## config.mk

```make
export PLATFORM = sky130hd
export DESIGN_NAME = square_root_unit
export DESIGN_NICKNAME = d
export VERILOG_FILES = /design/src/rtl/square_root_unit.sv
export SDC_FILE = /design/constraint.sdc
export NUM_CORES = 1
export LEC_CHECK = 0
export CAP_MARGIN = 20
export CORE_MARGIN = 2
export CORE_UTILIZATION = 30
export DETAILED_ROUTE_END_ITERATION = 10
export HOLD_SLACK_MARGIN = 0.1
export SYNTH_ARGS = -nofsm -noshare
export SYNTH_HDL_FRONTEND = slang
export SYNTH_SLANG_ARGS = --single-unit
```

## constraint.sdc

```tcl
create_clock -name clk -period 5.45 [get_ports clk]
set_input_delay 1.09 -clock clk [delete_from_list [all_inputs] [get_ports clk]]
set_output_delay 1.09 -clock clk [all_outputs]
set_load 0.02 [all_outputs]
```

## src/rtl/square_root_unit.sv

```systemverilog
// Iterative integer square-root engine using the restoring digit-by-digit method.
// It resolves one root bit per clock and holds the result, with a valid level,
// until the next request is accepted. The trial-division prime detector uses
// that valid level to bound its divisor sweep.
module square_root_unit #(
  parameter  int WIDTH     = 32,
  localparam int ROOT_BITS = WIDTH / 2
) (
  input  logic             clk,
  input  logic             rst_n,
  input  logic             Start,
  input  logic [WIDTH-1:0] TestNumber,
  output logic [WIDTH-1:0] SquareRootValue,
  output logic [ROOT_BITS+1:0] Remainder,
  output logic             Busy,
  output logic             EnableFromSquareRootCircuit
);

  localparam int REM_W  = ROOT_BITS + 2;
  localparam int ITER_W = (ROOT_BITS > 1) ? $clog2(ROOT_BITS) : 1;
  localparam logic [ITER_W-1:0] LAST_ITER = ITER_W'(ROOT_BITS - 1);

  typedef enum logic [1:0] {
    IDLE = 2'd0,
    CALC = 2'd1,
    DONE = 2'd2
  } stateT;

  typedef struct packed {
    logic [REM_W-1:0]     rem;
    logic [ROOT_BITS-1:0] root;
  } stepT;

  // One restoring step: bring down the next operand bit pair and try to
  // subtract (4*root + 1). A remainder never exceeds 2*root, so REM_W bits
  // hold every intermediate value without loss.
  function automatic stepT restoreStep(
    input logic [REM_W-1:0]     remIn,
    input logic [1:0]           pair,
    input logic [ROOT_BITS-1:0] rootIn
  );
    logic [REM_W-1:0] remT;
    logic [REM_W-1:0] trial;
    stepT             res;
    remT  = (remIn << 2) | {{(REM_W-2){1'b0}}, pair};
    trial = {rootIn, 2'b01};
    if (remT >= trial) begin
      res.rem  = remT - trial;
      res.root = (rootIn << 1) | {{(ROOT_BITS-1){1'b0}}, 1'b1};
    end else begin
      res.rem  = remT;
      res.root = rootIn << 1;
    end
    return res;
  endfunction

  stateT                state;
  stateT                stateNext;
  logic                 busyNext;
  logic                 enableNext;
  logic                 accept;
  logic                 lastIter;

  logic [WIDTH-1:0]     opSr;
  logic [REM_W-1:0]     rem;
  logic [ROOT_BITS-1:0] root;
  logic [ITER_W-1:0]    iter;
  stepT                 step;

  assign accept   = Start && ((state == IDLE) || (state == DONE));
  assign lastIter = (state == CALC) && (iter == LAST_ITER);
  assign step     = restoreStep(rem, opSr[WIDTH-1:WIDTH-2], root);

  // State register plus registered status flags.
  always_ff @(posedge clk or negedge rst_n) begin
    if (!rst_n) begin
      state                       <= IDLE;
      Busy                        <= 1'b0;
      EnableFromSquareRootCircuit <= 1'b0;
    end else begin
      state                       <= stateNext;
      Busy                        <= busyNext;
      EnableFromSquareRootCircuit <= enableNext;
    end
  end

  // Next-state and status decode; a Start seen while iterating is dropped.
  always_comb begin
    stateNext  = state;
    busyNext   = Busy;
    enableNext = EnableFromSquareRootCircuit;
    unique case (state)
      IDLE, DONE: begin
        if (Start) begin
          stateNext  = CALC;
          busyNext   = 1'b1;
          enableNext = 1'b0;
        end
      end
      CALC: begin
        if (iter == LAST_ITER) begin
          stateNext  = DONE;
          busyNext   = 1'b0;
          enableNext = 1'b1;
        end
      end
      default: begin
        stateNext  = IDLE;
        busyNext   = 1'b0;
        enableNext = 1'b0;
      end
    endcase
  end

  // Operand shift register, partial root/remainder and iteration counter.
  always_ff @(posedge clk or negedge rst_n) begin
    if (!rst_n) begin
      opSr <= '0;
      rem  <= '0;
      root <= '0;
      iter <= '0;
    end else if (accept) begin
      opSr <= TestNumber;
      rem  <= '0;
      root <= '0;
      iter <= '0;
    end else if (state == CALC) begin
      opSr <= opSr << 2;
      rem  <= step.rem;
      root <= step.root;
      iter <= iter + 1'b1;
    end
  end

  // Result registers change only when the final iteration lands, so the
  // detector sees a stable root for as long as the block sits in DONE.
  always_ff @(posedge clk or negedge rst_n) begin
    if (!rst_n) begin
      SquareRootValue <= '0;
      Remainder       <= '0;
    end else if (lastIter) begin
      SquareRootValue <= {{(WIDTH-ROOT_BITS){1'b0}}, step.root};
      Remainder       <= step.rem;
    end
  end

endmodule

```

; ---- Word level (Yosys, flattened, before mapping)
; Index checks and enable logic that the tools add are counted.
; W data, S select, Z words.
[totals]
reg_bits = 106
latchBits = 0
ram_bits = 0
romBits = 0
in_bits = 35
output_inout_bits = 52
word_cells = 43
mem_count = 0
[classes]
add_sub_neg = 2
multipliers = 0
div_mod_pow = 0
order_cmp = 1
n_eq_ne = 5
shifts = 0
n_mux = 18
n_bitwise = 1
reduce_logical = 7
[ops]
columns = cell, count
row1 = $mux W16, 4
row2 = $mux W32, 2
row3 = $mux W34, 1
row4 = $ge A18 B18 Y1, 1
row5 = $or A18 B2 Y18, 1
row6 = $sub A18 B18 Y18, 1
row7 = $mux W4, 2
row8 = $add A4 B1 Y4 const B, 1
row9 = $eq A4 B4 Y1 const B, 1
row10 = $mux W1, 4
row11 = $mux W2, 2
row12 = $ne A2 B2 Y1 const B, 2
row13 = $pmux W1 S2, 2
row14 = $pmux W2 S2, 1
row15 = $eq A2 B1 Y1 const B, 1
row16 = $eq A2 B2 Y1 const B, 1
row17 = $logic_and A1 B1 Y1, 2
row18 = $logic_not A2 Y1, 1
row19 = $reduce_and A2 Y1, 1
row20 = $reduce_bool A2 Y1, 1
row21 = $reduce_or A2 Y1, 1
row22 = $logic_or A1 B1 Y1, 1

; ---- Longest topological paths before layout
[depth]
depth_word = 5
depth_mapped = 11
depth_no_buf = 9

; ---- Worst setup path before layout
; No wires, ideal clock.
[synth_path]
path_kind = register to register
startpoint = reg rem[0]
endpoint = reg Remainder[9]
setup_time_ns = 0.125
arrival_ns = 2.201
required_ns = 5.325
slack_ns = 3.124
path_stages_with_launch = 9
n_path_buf = 0
period_less_slack_ns = 2.326
path_cell_list = dfrtp_1 > ha_1 > nor2b_4 > o31a_4 > o21ai_4 > a211oi_2 > o22a_4 > mux2_4 > mux2_4
[synth_via]
elab_chain_cells = 3
elab_cells_between_ends = 4
cone_classes = 1 x add/sub / 1 x order compare / 1 x mux / 1 x bitwise
[synth_rtl]
columns = item, line_no
row1 = from (decl), 65  ; logic [REM_W-1:0] rem;
row2 = from (signal assigned), 129  ; rem <= step.rem;
row3 = $or A18 B2 Y18 (*), 45  ; remT = (remIn << 2) | {{(REM_W-2){1'b0}}, pair};
row4 = $sub A18 B18 Y18 / $ge A18 B18 Y1 (equally long branches), "48, 47"
row5 = $mux W34 (*), 47  ; if (remT >= trial) begin
row6 = to (signal assigned), 143  ; Remainder <= step.rem;
row7 = to (decl), 14  ; output logic [ROOT_BITS+1:0] Remainder,
; Every way passes the cells marked *; elsewhere a longest branch is shown, timed or not.
; A chain may end at the register's enable or synchronous reset.

; ---- Worst setup path after layout
[layout_path]
startpoint = reg root[5]
endpoint = reg Remainder[9]
[layout_via]
elab_chain_cells = 2
elab_cells_between_ends = 3
cone_classes = 1 x add/sub / 1 x order compare / 1 x mux
[layout_rtl]
columns = item, line_no
row1 = from (decl), 66  ; logic [ROOT_BITS-1:0] root;
row2 = from (signal assigned), 130  ; root <= step.root;
row3 = $sub A18 B18 Y18 / $ge A18 B18 Y1 (equally long branches), "48, 47"
row4 = $mux W34 (*), 47
; Marks and branches as above.

==> results.txt <==
The flow ran to the end, and the final reports show no timing, DRC or antenna violations. sky130_fd_sc_hd__nand2_1 is the most common cell in the netlist. The half-perimeter wire length of the detailed placement result is 8.18 mm. The aggregate routed wire length is between 10 and 15 mm.

CTS placed an instance of sky130_fd_sc_hd__clkbuf_16 at the clock tree root. The routing usage on met1 came out at between 15 and 20%. The leakage dissipation came out at 0.00287 uW. The synthesis warning total came out at 0. The number of global-route vias before repair came out at 3760. The worst-case IR drop observed on VDD is 0.354 mV. The clock tree from TritonCTS is built.

The largest total area in the synthesized netlist belongs to sky130_fd_sc_hd__dfrtp_1. The clock transition at the registers of the reported paths is roughly 70 ps. After detailed routing, the average wire length per cell comes to 13.9 um. The core utilization of the finished layout came out at a little under two fifths. Global routing consumed, on the met2 layer, between 20% and 30% of the routing resources. The total standard cell area after synthesis is between 5000 and 6000 um^2.

For this design, the CTS-stage hold fixing added 0 buffers. The die width came out at around 140 um. For this run, the leading register cell type out of synthesis is sky130_fd_sc_hd__dfrtp_1.

In this run, placement finished with an instance count of slightly above 800. In this run, synthesis produced a sequential element count of 105. TritonCTS created 9 clock buffers. The number of instances in the synthesized netlist is 553.

The worst setup path is of the register to register kind. The final worst-path cycle share came out at 50.2%. The placed cell area is 6100 um^2.

The DRC marker count from the first detailed-route iteration came out at 232. Of all nets on the critical path, the largest fanout is 21. The total inserted antenna cells is 0. Counting instances, the worst hold path has a depth of 2. In this run the core area contains 48 standard-cell rows.

The vias per cell came out at roughly 4.8. The number of antenna-violating nets in the routed design is 0. The first global-routing pass estimated 19.1 mm of wire.

The setup TNS after final layout is 0 ps. The core region is 17200 um^2. The kind of end point of the critical path is a register. The worst reg2reg path endpoint is Remainder[9]$_DFFE_PN0P_. After routing the design area is 6410 um^2.

The post-CTS repair timing setup buffer count came out at 0. The number of nets in the finished design is between 600 and 700. The average cell area after synthesis is 9.54 um^2.

The number of gates resized after CTS was 0. The required time of the critical path is 5690 ps. Excluding fillers, the count of instances in the completed layout stands at 836. The pre-CTS worst setup slack came out at 2500 ps. In this run the number of H-tree levels came out at 3. met2 is the most crowded layer. The count of clock tree sinks is 105. The kind of start point of the critical path is a register. In the synthesized netlist the async set-or-reset flop fraction comes to 100%. Subtracting the final worst setup slack from the clock period gives 2730 ps. The die is 137 um tall. The overall routing resource usage came out at 12.9%. The count of final hold-check violations is 0. Setup slack closes at 2720 ps. The area share of the leading cell type in the synthesized netlist is between 40% and 50%. The worst slew margin relative to its limit came out at 39.5%.

Setup repair after global routing left no endpoint under its margin. In the post-synthesis netlist, the biggest area contributors are sky130_fd_sc_hd__dfrtp_1 (50%), sky130_fd_sc_hd__nand2_1 (9.0%), sky130_fd_sc_hd__o21ai_0 (6.9%). The final worst clock skew came out at 11.2 ps. The area overhead of the layout relative to synthesis came out at 21.6%.

The count of cell types in the netlist is 51. In the final layout, the share of cells above drive strength 1 is 6.22%. The initial standard-cell utilization of the core is just over 30%. For the pin with the worst max-slew slack, the measured transition is 907 ps. The detailed-routing iteration count for the pre-antenna-repair pass came out at 4. The number of antenna violations at the first check in global routing is 0. The final route contains 3991 vias. The boundary pin count came out at 87. The worst hold-check path type is register to register. By count the netlist is led by sky130_fd_sc_hd__nand2_1 (127), sky130_fd_sc_hd__dfrtp_1 (105), sky130_fd_sc_hd__o21ai_0 (73), sky130_fd_sc_hd__a22oi_1 (27), sky130_fd_sc_hd__clkbuf_1 (24). For met3 alone, demand over resource in global routing was 3.48%. The source-to-sink clock delay at the later pin of the worst-skew pair is about 350 ps. The count of buffers inserted at the top-level ports came out at 70. Max-cap violations in this run came to 0.

The post-synthesis sequential area ratio came out at 49.8%. The power per unit of standard cell area is about 720 nW/um^2. Global routing finished with a remaining overflow of 0. The count of flip-flops with a built-in enable after synthesis is 0. The signal arrival time at the worst endpoint is 2970 ps. Entering global routing, the biggest net connects 62 pins. For hold timing, the worst endpoint is SquareRootValue[0]$_DFFE_PN0P_. The worst min-delay path startpoint is SquareRootValue[0]$_DFFE_PN0P_. Derived from the worst setup path, the maximum achievable clock frequency is 366 MHz. The register-to-register setup slack is 2720 ps. The placer congestion estimate is around 0.86. The overall die area came out at 18700 um^2. The number of DRC violations after detailed routing came out at 0. The final-report max-slew violation count came out at 0. Setup violations remaining at the end of the flow were counted as 0.

Measured in cells, the most critical reg-to-reg path has a length of 8. The clock passes through at most 2 buffers. The launch point of the worst reg-to-reg path is root[5]$_DFFE_PN0P_.
[worst max-delay path: stages, from the launching register on]
cell and delay [ps]:
sky130_fd_sc_hd__dfrtp_1 350, sky130_fd_sc_hd__inv_1 110, sky130_fd_sc_hd__ha_1 410, sky130_fd_sc_hd__and4_1 250
sky130_fd_sc_hd__nand4_1 170, sky130_fd_sc_hd__a211oi_2 310, sky130_fd_sc_hd__o22a_4 420, sky130_fd_sc_hd__mux2_4 350
sky130_fd_sc_hd__mux2_4 260
[routing by layer]
metal	wire [um]	vias to the layer above
met5	0	-
met3	647	11
met4	140	0
met1	5450	1881
met2	5370	107
li1	-	1992
[area by class of cell]
class | instances | area (um^2)
tap | 225 | 282
timing repair buffer | 75 | 736
sequential | 105 | 2630
fill | 1691 | 10800
clock inverter | 5 | 81.3
multi-input combinational | 396 | 2380
inverter | 20 | 75.1
clock buffer | 10 | 229
[power breakdown]
group          leakage, uW  total [uW]  internal (uW)  switching, uW
logic              0.00138        2620           1120           1500
registers          0.00134        1340           1130            209
clock network     0.000149         681            400            281
total              0.00287        4640           2650           1990
[logic make-up after synthesis]
kind of cell / share of synthesized area [%]
AND/OR/NAND/NOR: 14.1
adder cells (fa/ha/maj): 4.51
multiplexers: 3.63
AO/OA/AOI/OAI: 19.4
flip-flops: 49.8
buffers and inverters: 6.31
XOR/XNOR: 2.16
other: 0.0711
[cell usage in the layout, fill, tap and decap left out, types with 2 or more instances in the layout]
cell and n:
sky130_fd_sc_hd__nand2_1 127, sky130_fd_sc_hd__dfrtp_1 105, sky130_fd_sc_hd__o21ai_0 73, sky130_fd_sc_hd__clkdlybuf4s50_1 69, sky130_fd_sc_hd__a22oi_1 27, sky130_fd_sc_hd__inv_1 20
sky130_fd_sc_hd__ha_1 19, sky130_fd_sc_hd__conb_1 16, sky130_fd_sc_hd__mux2i_1 15, sky130_fd_sc_hd__nor2_1 12, sky130_fd_sc_hd__nand3_1 10, sky130_fd_sc_hd__a21oi_1 9
sky130_fd_sc_hd__clkbuf_16 9, sky130_fd_sc_hd__xor2_1 7, sky130_fd_sc_hd__nand2b_1 6, sky130_fd_sc_hd__a22o_1 6, sky130_fd_sc_hd__xnor2_1 6, sky130_fd_sc_hd__buf_4 6
sky130_fd_sc_hd__a21o_1 5, sky130_fd_sc_hd__a211oi_1 5, sky130_fd_sc_hd__nor3_1 5, sky130_fd_sc_hd__o21ai_1 4, sky130_fd_sc_hd__o21a_1 3, sky130_fd_sc_hd__nand4_1 3
sky130_fd_sc_hd__and3_1 3, sky130_fd_sc_hd__a31oi_1 3, sky130_fd_sc_hd__nor2b_2 2, sky130_fd_sc_hd__o21ai_2 2, sky130_fd_sc_hd__a211oi_2 2, sky130_fd_sc_hd__nand3b_1 2
sky130_fd_sc_hd__a2bb2oi_1 2, sky130_fd_sc_hd__mux2_4 2, sky130_fd_sc_hd__nor2b_1 2, sky130_fd_sc_hd__a221o_1 2, sky130_fd_sc_hd__bufinv_16 2
[how the worst max path moves through the flow]
stage,from,end,depth (start not counted)
2_1_floorplan,rem[0]$_DFFE_PN0P_,Remainder[9]$_DFFE_PN0P_,8
3_3_place_gp,Start,iter[2]$_DFFE_PN0P_,7
3_5_place_dp,Start,iter[2]$_DFFE_PN0P_,7
4_1_cts,root[5]$_DFFE_PN0P_,Remainder[9]$_DFFE_PN0P_,8
5_1_grt,root[5]$_DFFE_PN0P_,Remainder[6]$_DFFE_PN0P_,8
6_report,root[5]$_DFFE_PN0P_,Remainder[9]$_DFFE_PN0P_,8
[registers in the layout (all words and copies together) (netlist names)]
| name | cells |
|---|---|
| EnableFromSquareRootCircuit | 1 |
| Remainder | 18 |
| Busy | 1 |
| opSr | 32 |
| rem | 16 |
| root | 16 |
| iter | 4 |
| SquareRootValue | 16 |
| state | 1 |
[through the flow]
stage / hold slack [ps] / power [uW]
after floorplan: 446 / 3330
after global placement: 461 / 3930
after detailed placement: 463 / 4000
after CTS: 480 / 4690
after global routing: 494 / 5050
final: 479 / 4640
(Power assumes the default switching activity.)
